--- src/rtl/serial_subtractor.sv ---
// Bit-serial WIDTH-bit subtractor (diff = a - b - bin, LSB first) built on a single full-subtractor cell.
// Latency: start accepted at edge E0; done pulses in the cycle after edge E0+WIDTH; next accept at E0+WIDTH+2 or later.
// Backpressure: start is sampled only in IDLE and ignored while busy or done; diff/bout hold until the next completion.
module serial_subtractor #(
    parameter int WIDTH = 8
) (
    input  logic             clk,
    input  logic             rst_n,
    input  logic             start,
    input  logic [WIDTH-1:0] a,
    input  logic [WIDTH-1:0] b,
    input  logic             bin,
    output logic             busy,
    output logic             done,
    output logic [WIDTH-1:0] diff,
    output logic             bout
);

    localparam int CW = (WIDTH > 1) ? $clog2(WIDTH) : 1;

    typedef enum logic [1:0] {
        IDLE  = 2'd0,
        SHIFT = 2'd1,
        DONE  = 2'd2
    } state_t;

    state_t           state;
    state_t           state_next;

    logic [WIDTH-1:0] ra;
    logic [WIDTH-1:0] rb;
    logic             br;
    logic [WIDTH-1:0] sr;
    logic [CW-1:0]    cnt;

    logic             x;
    logic             y;
    logic             d;
    logic             borrow;
    logic [WIDTH-1:0] sr_next;
    logic             last;

    // Full-subtractor cell on the current LSBs plus the running borrow.
    assign x       = ra[0];
    assign y       = rb[0];
    assign d       = x ^ y ^ br;
    assign borrow  = (~x & y) | (~(x ^ y) & br);
    assign sr_next = {d, sr[WIDTH-1:1]};
    assign last    = (cnt == CW'(WIDTH - 1));

    // State register; reset drops straight to IDLE so busy/done fall at once.
    always_ff @(posedge clk or negedge rst_n) begin
        if (!rst_n) begin
            state <= IDLE;
        end else begin
            state <= state_next;
        end
    end

    // Next-state decode; busy and done come purely from the state.
    always_comb begin
        state_next = state;
        busy       = 1'b0;
        done       = 1'b0;
        case (state)
            IDLE: begin
                if (start) begin
                    state_next = SHIFT;
                end
            end
            SHIFT: begin
                busy = 1'b1;
                if (last) begin
                    state_next = DONE;
                end
            end
            DONE: begin
                done       = 1'b1;
                state_next = IDLE;
            end
            default: begin
                state_next = IDLE;
            end
        endcase
    end

    // Operand capture, one bit of subtraction per SHIFT edge, result latch on the final bit.
    always_ff @(posedge clk or negedge rst_n) begin
        if (!rst_n) begin
            ra   <= '0;
            rb   <= '0;
            br   <= 1'b0;
            sr   <= '0;
            cnt  <= '0;
            diff <= '0;
            bout <= 1'b0;
        end else begin
            case (state)
                IDLE: begin
                    if (start) begin
                        ra  <= a;
                        rb  <= b;
                        br  <= bin;
                        sr  <= '0;
                        cnt <= '0;
                    end
                end
                SHIFT: begin
                    sr  <= sr_next;
                    ra  <= ra >> 1;
                    rb  <= rb >> 1;
                    br  <= borrow;
                    cnt <= cnt + CW'(1);
                    if (last) begin
                        diff <= sr_next;
                        bout <= borrow;
                    end
                end
                default: begin
                end
            endcase
        end
    end

endmodule

--- config.mk ---
export PLATFORM = sky130hd
export DESIGN_NAME = serial_subtractor
export DESIGN_NICKNAME = d
export VERILOG_FILES = /design/src/rtl/serial_subtractor.sv
export SDC_FILE = /design/constraint.sdc
export NUM_CORES = 1
export LEC_CHECK = 0
export ABC_AREA = 1
export BUFFER_PORTS_ARGS = -buffer_cell sky130_fd_sc_hd__buf_2
export CAP_MARGIN = 20
export CORE_MARGIN = 2
export CORE_UTILIZATION = 50
export DETAILED_ROUTE_END_ITERATION = 10
export PLACE_DENSITY_LB_ADDON = 0.3
export SLEW_MARGIN = 20
export SYNTH_ARGS = -nofsm -noshare
export SYNTH_HDL_FRONTEND = slang
export SYNTH_SLANG_ARGS = --single-unit
--- constraint.sdc ---
create_clock -name clk -period 1.3 [get_ports clk]
set_input_delay 0.39 -clock clk [delete_from_list [all_inputs] [get_ports clk]]
set_output_delay 0.39 -clock clk [all_outputs]
set_load 0.01 [all_outputs]
---- Yosys cells after proc, flatten, opt, wreduce, memory -nomap -nowiden ----
Cells that the tools add are included.
cells by class
  mux-type cells .......................... 15
  bitwise operators ....................... 7
  reductions and logical operators ........ 5
  add/sub/neg operators ................... 1
  eq/ne operators ......................... 5
operator list
  cell                 count
  $pmux 8 s2           3
  $mux 8               3
  $pmux 3 s2           1
  $reduce_and 2->1     3
  $mux 2               2
  $ne 2x2->1 const B   2
  $pmux 2 s2           1
  $add 3x1->3 const B  1
  $eq 3x3->1 const B   1
  $mux 1               3
  $mux 3               1
  $and 1x1->1          2
  $eq 2x1->1 const B   1
  $eq 2x2->1 const B   1
  $logic_not 2->1      1
  $not 1->1            2
  $pmux 1 s2           1
  $reduce_bool 2->1    1
  $xor 1x1->1          2
  $or 1x1->1           1
word-level totals
  input bits .............................. 20
  register bits after elaboration ......... 39
  output and inout port bits .............. 11

---- Depth between registers and ports, before layout ----
Gate-level depths: netlist (run 1).
  depth after elaboration ................. 5
  mapped depth ............................ 7

---- Worst setup path before layout (run 1) ----
OpenSTA, ideal clock, no wires.
  path type ............................... register to output
  from .................................... register state[0]
  to ...................................... output port done
  path buffers ............................ 2
  data required time ...................... 0.910 ns
  stages on the path, launching flop included .. 4
  arrival ................................. 0.877 ns
  setup slack ............................. 0.033 ns
  cell sequence ........................... dfrtp_1 -> buf_6 -> clkbuf_1 -> nor2_1
between the ends
  word-level cells in the longest chain between the ends .. 2
RTL lines
  element                   RTL line  source
  start: declaration        27        state_t state;
  start signal: assignment  56        state <= state_next;
  $eq 2x2->1                65        case (state)
  $mux 1                    65
  end: declaration          14        output logic done,
No other way between the ends.

---- Worst setup path after layout (run 1) ----
Same ends and word-level chain as after synthesis.

==> out/qor.csv, run 1 <==
metric,value,unit
outcome,"complete, but fails checks",
violations,negative setup slack,
path_cells,"buf_6, nor2_4, buf_6",
period_share,111,%
endpoint_kind,output port,
hpwl,2640,um
drive_gt1_share,31.2,%
final.setup.tns,-0.258,ns
ant_nets,0,
wl_per_cell,12.3,um
start_util,51.9,%
avgSynthCellArea,8.62,um^2
path_max_fanout,3,
worst-path-buf-inv,2,
r2r-start,state[1],
vias,1520,
peakVddDrop,1.20,mV
fillers,301,
syn_nets,242,
power,5670,uW
viasPerCell,4.84,
hold_violations,0,
yosysWarnings,0,
cp_top_family,flip-flops,
max_stage_delay,0.42,ns
cts-root-buf,clkbuf_8,
start_kind,flip-flop,
synth_cells,219,
pre_cts_ws,0.0389,ns
synth.distinct_cells,22,
fin_cells,314,
core,0.00363,mm^2
holdCritPathClass,primary input to asynchronous set/reset pin,
arrival,1.05,ns
cts.clk_slew.worst_paths,0.08,ns
rsz0062_at_grt,yes,
clk_latency,0.30,ns
hold_slack,0.0414,ns
io_pins,31,
nNetsFinal,288,
max-slew-margin-rel,86.5,%
cts_sinks,38,
grt_pass1_wl,6660,um
grtUsageTotal,20.6,%
grt_start_max_net_pins,39,
hold_buffers,0,
die_w,65.4,um
grt_pass1_vias,1474,
timing.final.ws_setup,-0.138,ns
crit_start,state[0],
grt.overflow.total,0,
ys_ff_latch,38,
worst_path_most_repeated_cell,buf_6,
syn_to_final_growth,25.7,%
drtIter0Drc,146,
gp_congestion,0.771,
drt-pass1-iter-count,4,
die_area,0.00428,mm^2
finalSetupViolCount,3,
synth-seq-area-share,50.4,%
fp.dieH,65.4,um
clockBufferDepth,2,
io_buffer_count,30,
antennaDiodeCount,0,
cp.required,0.91,ns
placementRows,22,
antenna_found_initial,0,
slew_violations,0,
drc,0,
crit_type,flip-flop to output port,
power.leakage,0.00130,uW
cp_slowest_cell,dfrtp_1,
worstMarginPinSlew,0.203,ns
netlist_area,0.00189,mm^2
max_freq,695,MHz
maxCapViolCount,0,
tritoncts,built,
p_per_area,2390,mW/mm^2
fin_skew,0.0131,ns
cts_made_buffers,5,
min_period,1.44,ns
htree_levels,2,
dp_cells,301,
routed_wl,3850,um
## Yosys cell counts
cell type	instances	share of area [%]
a21oi_1	1	0.26
a21oi_2	1	0.46
buf_2	1	0.26
buf_4	2	0.80
buf_6	4	2.4
buf_8	1	0.80
clkbuf_1	1	0.20
dfrtp_1	38	50
fa_1	1	1.1
ha_1	2	1.3
inv_1	38	7.6
inv_2	1	0.20
inv_4	1	0.33
inv_6	1	0.46
nand2_1	69	14
nand2_4	3	1.8
nand2_8	1	1.1
nand3_1	32	8.5
nor2_1	4	0.80
nor2_4	1	0.60
o21ai_0	2	0.53
o21ai_2	14	6.5
## cell families (layout without fill, tap and decap cells)
| family | count (synthesis) | in the layout | share of synthesized area [%] |
|---|---|---|---|
| AOI/OAI and AO/OA | 18 | 18 | 7.76 |
| adders and majority gates | 3 | 3 | 2.39 |
| buffers and inverters | 50 | 97 | 13.0 |
| DFF | 38 | 38 | 50.4 |
| and+or+nand+nor | 110 | 110 | 26.5 |
## worst reg2reg max path, cell delays in order (launching register included)
cell and delay, ns:
dfrtp_2 0.47, inv_6 0.08, buf_4 0.18, nand2_4 0.10
nand2_8 0.14, buf_12 0.13, nand3_1 0.07, nand2_1 0.07
## metrics by stage
step           util (%)  cell area [um^2]
5_1_grt            65.3              2370
3_3_place_gp       59.5              2160
6_report           65.3              2370
4_1_cts            64.4              2340
2_1_floorplan         -              1890
3_5_place_dp       59.5              2160
## cell usage in the layout (no fill, tap or decap)
cell,count
o21ai_0,2
clkinvlp_4,2
buf_2,28
ha_1,1
inv_1,38
inv_2,1
dfrtp_2,1
nor2_4,2
nand2_4,2
ha_2,1
fa_1,1
nand2_8,2
a21oi_1,1
buf_12,4
buf_4,12
buf_6,3
a21oi_2,1
o21ai_2,14
nand2_1,68
nor2_1,3
clkbuf_16,1
bufinv_16,1
nand2_2,1
nand3_1,32
dfrtp_1,37
inv_6,2
clkbuf_8,5
## area by class of cell
cell class	instances	area, um^2	share of cell area [%]
Sequential cell	38	952	40.2
Clock inverter	3	45.0	1.90
Multi-Input combinational cell	131	712	30.0
Inverter	41	164	6.91
Tap cell	48	60.1	2.53
Clock buffer	5	68.8	2.90
Timing Repair Buffer	48	369	15.6
## worst paths after layout
check / slack (ns) / to / depth (start not counted)
max: -0.14 / done / 3
min: 0.04 / diff[3] / 2
max reg2reg: -0.01 / rb[5] / 7
min reg2reg: 0.48 / diff[0] / 2
max in group asynchronous: 1.07 / state[1] / 2
min in group clk: 0.29 / rb[7] / 3
## report_power, final
group	leakage, uW	switching [uW]	internal, uW	total, uW
registers	0.000471	307	1720	2030
clock network	0.0000504	450	571	1020
logic	0.000781	1460	1170	2630
total	0.00130	2220	3460	5670
## sequential cells by signal (all words and copies together) (netlist names)
signal and cells:
br 1, sr 7, rb 8, state 2
diff 8, bout 1, cnt 3, ra 8
## metal layers
layer	up-vias	part of all wire [%]	track usage, %
met2	33	50	33.7
met4	0	1.7	7.81
met5	-	0	0
met3	6	3.9	5.31
li1	755	-	-
met1	726	45	26.3
## repair_timing
action / 4_1_cts / 5_1_grt
gates resized for setup: 8 / 2
setup endpoints to repair: 2 / 33
gates cloned: 0 / 1
setup buffers: 4 / 1
pin swaps: 2 / 1
Power figures use the tool's default switching activity.
==> inputs of run 2 (changes only) <==
--- a/config.mk
+++ b/config.mk
@@ -9,9 +9,10 @@
 export BUFFER_PORTS_ARGS = -buffer_cell sky130_fd_sc_hd__buf_2
 export CAP_MARGIN = 20
 export CORE_MARGIN = 2
-export CORE_UTILIZATION = 50
+export CORE_UTILIZATION = 45
 export DETAILED_ROUTE_END_ITERATION = 10
 export PLACE_DENSITY_LB_ADDON = 0.3
+export SETUP_SLACK_MARGIN = 0.1
 export SLEW_MARGIN = 20
 export SYNTH_ARGS = -nofsm -noshare
 export SYNTH_HDL_FRONTEND = slang
==> out/qor.csv, run 2 (synthesized netlist as in run 1, its figures left out) <==
metric,value,unit
core,0.00403,mm^2
pre_cts_ws,0.0896,ns
routed_wl,3890,um
final.setup.tns,-0.262,ns
htree_levels,2,
max_freq,697,MHz
grtUsageTotal,17.6,%
wl_per_cell,12.0,um
max_stage_delay,0.43,ns
max-slew-margin-rel,86.2,%
placementRows,23,
layout_common_cells,"nand2_1, dfrtp_1, inv_1",
cts_made_buffers,5,
syn_to_final_growth,31.4,%
hpwl,2450,um
period_share,110,%
drtIter0Drc,51,
endpoint_kind,output port,
drive_gt1_share,37.2,%
grt_pass1_wl,6020,um
cts-root-buf,clkbuf_8,
cts_sinks,38,
viasPerCell,4.71,
drt-pass1-iter-count,4,
power.leakage,0.00135,uW
clockBufferDepth,2,
worst-path-buf-inv,2,
p_per_area,2360,mW/mm^2
rsz0062_at_grt,yes,
final_util,61.5,%
io_pins,31,
cp_top_family,flip-flops,
slew_violations,0,
cp_slowest_cell,dfrtp_1,
die_area,0.00473,mm^2
worstMarginPinSlew,0.208,ns
violations,negative setup slack,
die_w,68.8,um
outcome,"complete, but fails checks",
grt.overflow.total,0,
cts.clk_slew.worst_paths,0.08,ns
fillers,368,
vias,1525,
grt_pass1_vias,1367,
dp_cells,302,
peakVddDrop,1.19,mV
placed_cell_area,0.00217,mm^2
clk_latency,0.29,ns
finalSetupViolCount,3,
arrival,1.04,ns
min_period,1.43,ns
start_util,46.8,%
crit_type,flip-flop to output port,
antennaDiodeCount,0,
grt_start_max_net_pins,39,
hold_violations,0,
nNetsFinal,296,
fin_cells,324,
drc,0,
fp.dieH,68.8,um
final_common_cell,nand2_1,
io_buffer_count,30,
path_cells,"buf_6, nor2_4, buf_6",
tritoncts,built,
path_max_fanout,3,
cp.required,0.91,ns
fin_skew,0.00835,ns
reg.largest.list,"diff x8, ra x8, rb x8",
final_cell_area,0.00248,mm^2
ant_nets,0,
maxCapViolCount,0,
antenna_found_initial,0,
worst_path_most_repeated_cell,buf_6,
timing.final.ws_setup,-0.134,ns
gp_congestion,0.728,
start_kind,flip-flop,
holdCritPathClass,primary input to asynchronous set/reset pin,
## run 2: cell types whose count changed in the layout (fill, tap and decap cells not counted), sizes merged
cell / previous run / this run
bufinv: 1 / 0
clkinvlp: 2 / 1
clkinv: 0 / 2
buf: 47 / 55
## run 2: layout make-up
cell class                 instances  area (um^2)  area share, %
multi-input combinational        131          767           30.9
tap                               50         62.6           2.52
inverter                          41          171           6.92
timing repair inverter             1         8.76          0.353
timing repair buffer              55          422           17.0
clock inverter                     2         12.5          0.505
sequential                        38          952           38.4
clock buffer                       6         82.6           3.33
## run 2: path summary, 6_finish.rpt
path                          start  endpoint  slack [ns]  cells after the start
max                        state[0]      done       -0.13                      3
min                           rst_n     rb[7]        0.05                      2
min reg2reg                   ra[7]     ra[7]        0.48                      2
max reg2reg                state[0]     ra[4]       -0.01                      7
min in group clk               b[7]     rb[7]        0.30                      3
max in group asynchronous     rst_n  state[1]        1.04                      2
## run 2: what timing repair did
action,4_1_cts,5_1_grt
hold buffers,0,0
buffers inserted,5,8
pin swaps,1,6
cloned,0,1
resized for setup,6,26
setup endpoints to repair,18,44
## run 2: metal layers
metal  vias to the layer above  GRT usage, %  share of wire (%)
met2                        29          26.8                 47
met4                         0          6.62                1.2
li1                        775             -                  -
met3                         4          5.19                5.3
met5                         -             0                  0
met1                       717          23.9                 47
## run 2: power breakdown
group | total [uW] | leakage [uW] | switching [uW] | internal [uW]
combinational | 2940 | 0.000836 | 1570 | 1380
sequential | 2050 | 0.000471 | 325 | 1720
clock | 853 | 0.0000472 | 426 | 426
total | 5840 | 0.00135 | 2320 | 3530
## run 2: stage by stage
stage	hold slack, ns	power [uW]
3_3_place_gp	0.371	4390
5_1_grt	0.0649	6360
4_1_cts	0.0537	5460
3_5_place_dp	0.371	4440
2_1_floorplan	0.0944	3800
6_report	0.0494	5840
==> inputs of run 3 (changes only) <==
--- a/config.mk
+++ b/config.mk
@@ -9,7 +9,8 @@
 export BUFFER_PORTS_ARGS = -buffer_cell sky130_fd_sc_hd__buf_2
 export CAP_MARGIN = 20
 export CORE_MARGIN = 2
-export CORE_UTILIZATION = 45
+export CORE_UTILIZATION = 51
+export CTS_BUF_LIST = sky130_fd_sc_hd__clkbuf_8
 export DETAILED_ROUTE_END_ITERATION = 10
 export PLACE_DENSITY_LB_ADDON = 0.3
 export SETUP_SLACK_MARGIN = 0.1
==> out/qor.csv, run 3 (synthesized netlist as in run 1, its figures left out) <==
metric,value,unit
die_w,64.8,um
antenna_found_initial,0,
max_stage_delay,0.46,ns
grt_pass1_vias,1596,
fin_cells,324,
arrival,1.06,ns
period_share,112,%
rrSetupSlack,-0.08,ns
wl_per_cell,14.3,um
outcome,"complete, but fails checks",
cp_top_family,flip-flops,
drc,0,
dp_cells,297,
cts_made_buffers,5,
cp.required,0.91,ns
path_cells,"inv_6, nor2_4, buf_6",
hold_slack,0.0547,ns
finalSetupViolCount,20,
timing.final.ws_setup,-0.153,ns
vias,1597,
layout_common_cells,"nand2_1, inv_1, dfrtp_1",
io_pins,31,
tritoncts,built,
clockBufferDepth,2,
htree_levels,2,
fillers,257,
reg.largest.list,"diff x8, ra x8, rb x8",
die_area,0.00420,mm^2
crit_type,flip-flop to output port,
viasPerCell,4.93,
drive_gt1_share,36.2,%
endpoint,done,
cts.clk_slew.worst_paths,0.08,ns
cts-root-buf,clkbuf_8,
endpoint_kind,output port,
cp_num_cells,3,
p_per_area,2470,mW/mm^2
drtIter0Drc,135,
start_kind,flip-flop,
placed_cell_area,0.00214,mm^2
crit_start,state[1],
ant_nets,0,
max_freq,688,MHz
fin_skew,0.00868,ns
clk_latency,0.30,ns
hpwl,2450,um
rsz0062_at_grt,yes,
cts_sinks,38,
core,0.00361,mm^2
r2r_end,rb[6],
antennaDiodeCount,0,
worstMarginPinSlew,0.203,ns
final_cell_area,0.00255,mm^2
multiInputGateArea,781,um^2
min_period,1.45,ns
placementRows,22,
io_buffer_count,30,
grtUsageTotal,22.4,%
start_util,52.3,%
grt.overflow.total,0,
hold_violations,0,
drt-pass1-iter-count,5,
maxCapViolCount,0,
holdCritPathClass,primary input to asynchronous set/reset pin,
max-slew-margin-rel,86.5,%
routed_wl,4630,um
peakVddDrop,1.09,mV
ff2ff_path_depth,7,
cp_slowest_cell,dfrtp_2,
power.leakage,0.00138,uW
fp.dieH,64.8,um
gp_congestion,0.746,
path_max_fanout,8,
slew_violations,0,
final_common_cell,nand2_1,
violations,negative setup slack,
syn_to_final_growth,35.2,%
seqCellArea,953,um^2
nNetsFinal,299,
grt_start_max_net_pins,39,
worst-path-buf-inv,2,
grt_pass1_wl,6980,um
r2r-start,state[0],
==> run 3: changes by cell type in the layout (fill, tap and decap cells not counted), sizes merged <==
cell	before	now
nand2	73	75
bufbuf	0	1
clkinvlp	1	0
clkinv	2	1
bufinv	0	1
==> run 3: metal layers <==
layer	GRT usage (%)	wire length (um)
met2	36.5	2300
met4	10.4	97
met1	28.4	1980
met3	5.03	251
met5	0	0
==> run 3: final cells by class <==
cell class,count,area share (%)
flip-flops and latches,38,37.4
multi-input cells,133,30.6
repair buffers,56,17.9
inverters,41,6.72
clock buffers,6,3.24
well taps,48,2.35
clock inverters,1,1.18
repair inverters,1,0.638
==> run 3: worst min path at each step <==
| stage | cells after the start | end | slack [ns] |
|---|---|---|---|
| floorplan | 0 | bout | 0.09 |
| global placement | 2 | rb[5] | 0.37 |
| detailed placement | 2 | rb[0] | 0.39 |
| CTS | 2 | rb[0] | 0.08 |
| global route | 2 | sr[1] | 0.07 |
| finish | 2 | rb[0] | 0.05 |
==> run 3: worst register-to-register path, cell delays in order, from the launching register on <==
cell       delay [ns]
dfrtp_2          0.44
buf_12           0.14
buf_4            0.15
nand2_8          0.08
nand2_8          0.07
bufbuf_16        0.27
nand3_1          0.07
nand2_1          0.05
==> run 3: through the flow <==
stage / setup WS, ns / util, % / total power [uW] / TNS, ns
after floorplan: 0.0899 / - / 3800 / 0
after global placement: 0.0611 / 59.4 / 4370 / 0
after detailed placement: 0.0288 / 59.4 / 4430 / 0
after CTS: -0.152 / 67.5 / 5880 / -0.793
after global routing: -0.182 / 70.7 / 6760 / -2.04
final: -0.153 / 70.7 / 6300 / -0.950
==> run 3: timing repair <==
item / in CTS / in global routing
setup buffers: 8 / 8
gates resized for setup: 12 / 14
hold buffers: 0 / 0
setup endpoints to repair: 32 / 43
pin swaps: 4 / 5
gates cloned: 3 / 1
==> run 3: report_power, final <==
group | leakage, uW | switching, uW | total (uW) | internal [uW]
clock network | 0.0000573 | 411 | 1020 | 614
registers | 0.000471 | 327 | 2050 | 1720
logic | 0.000856 | 1730 | 3230 | 1500
total | 0.00138 | 2470 | 6300 | 3830
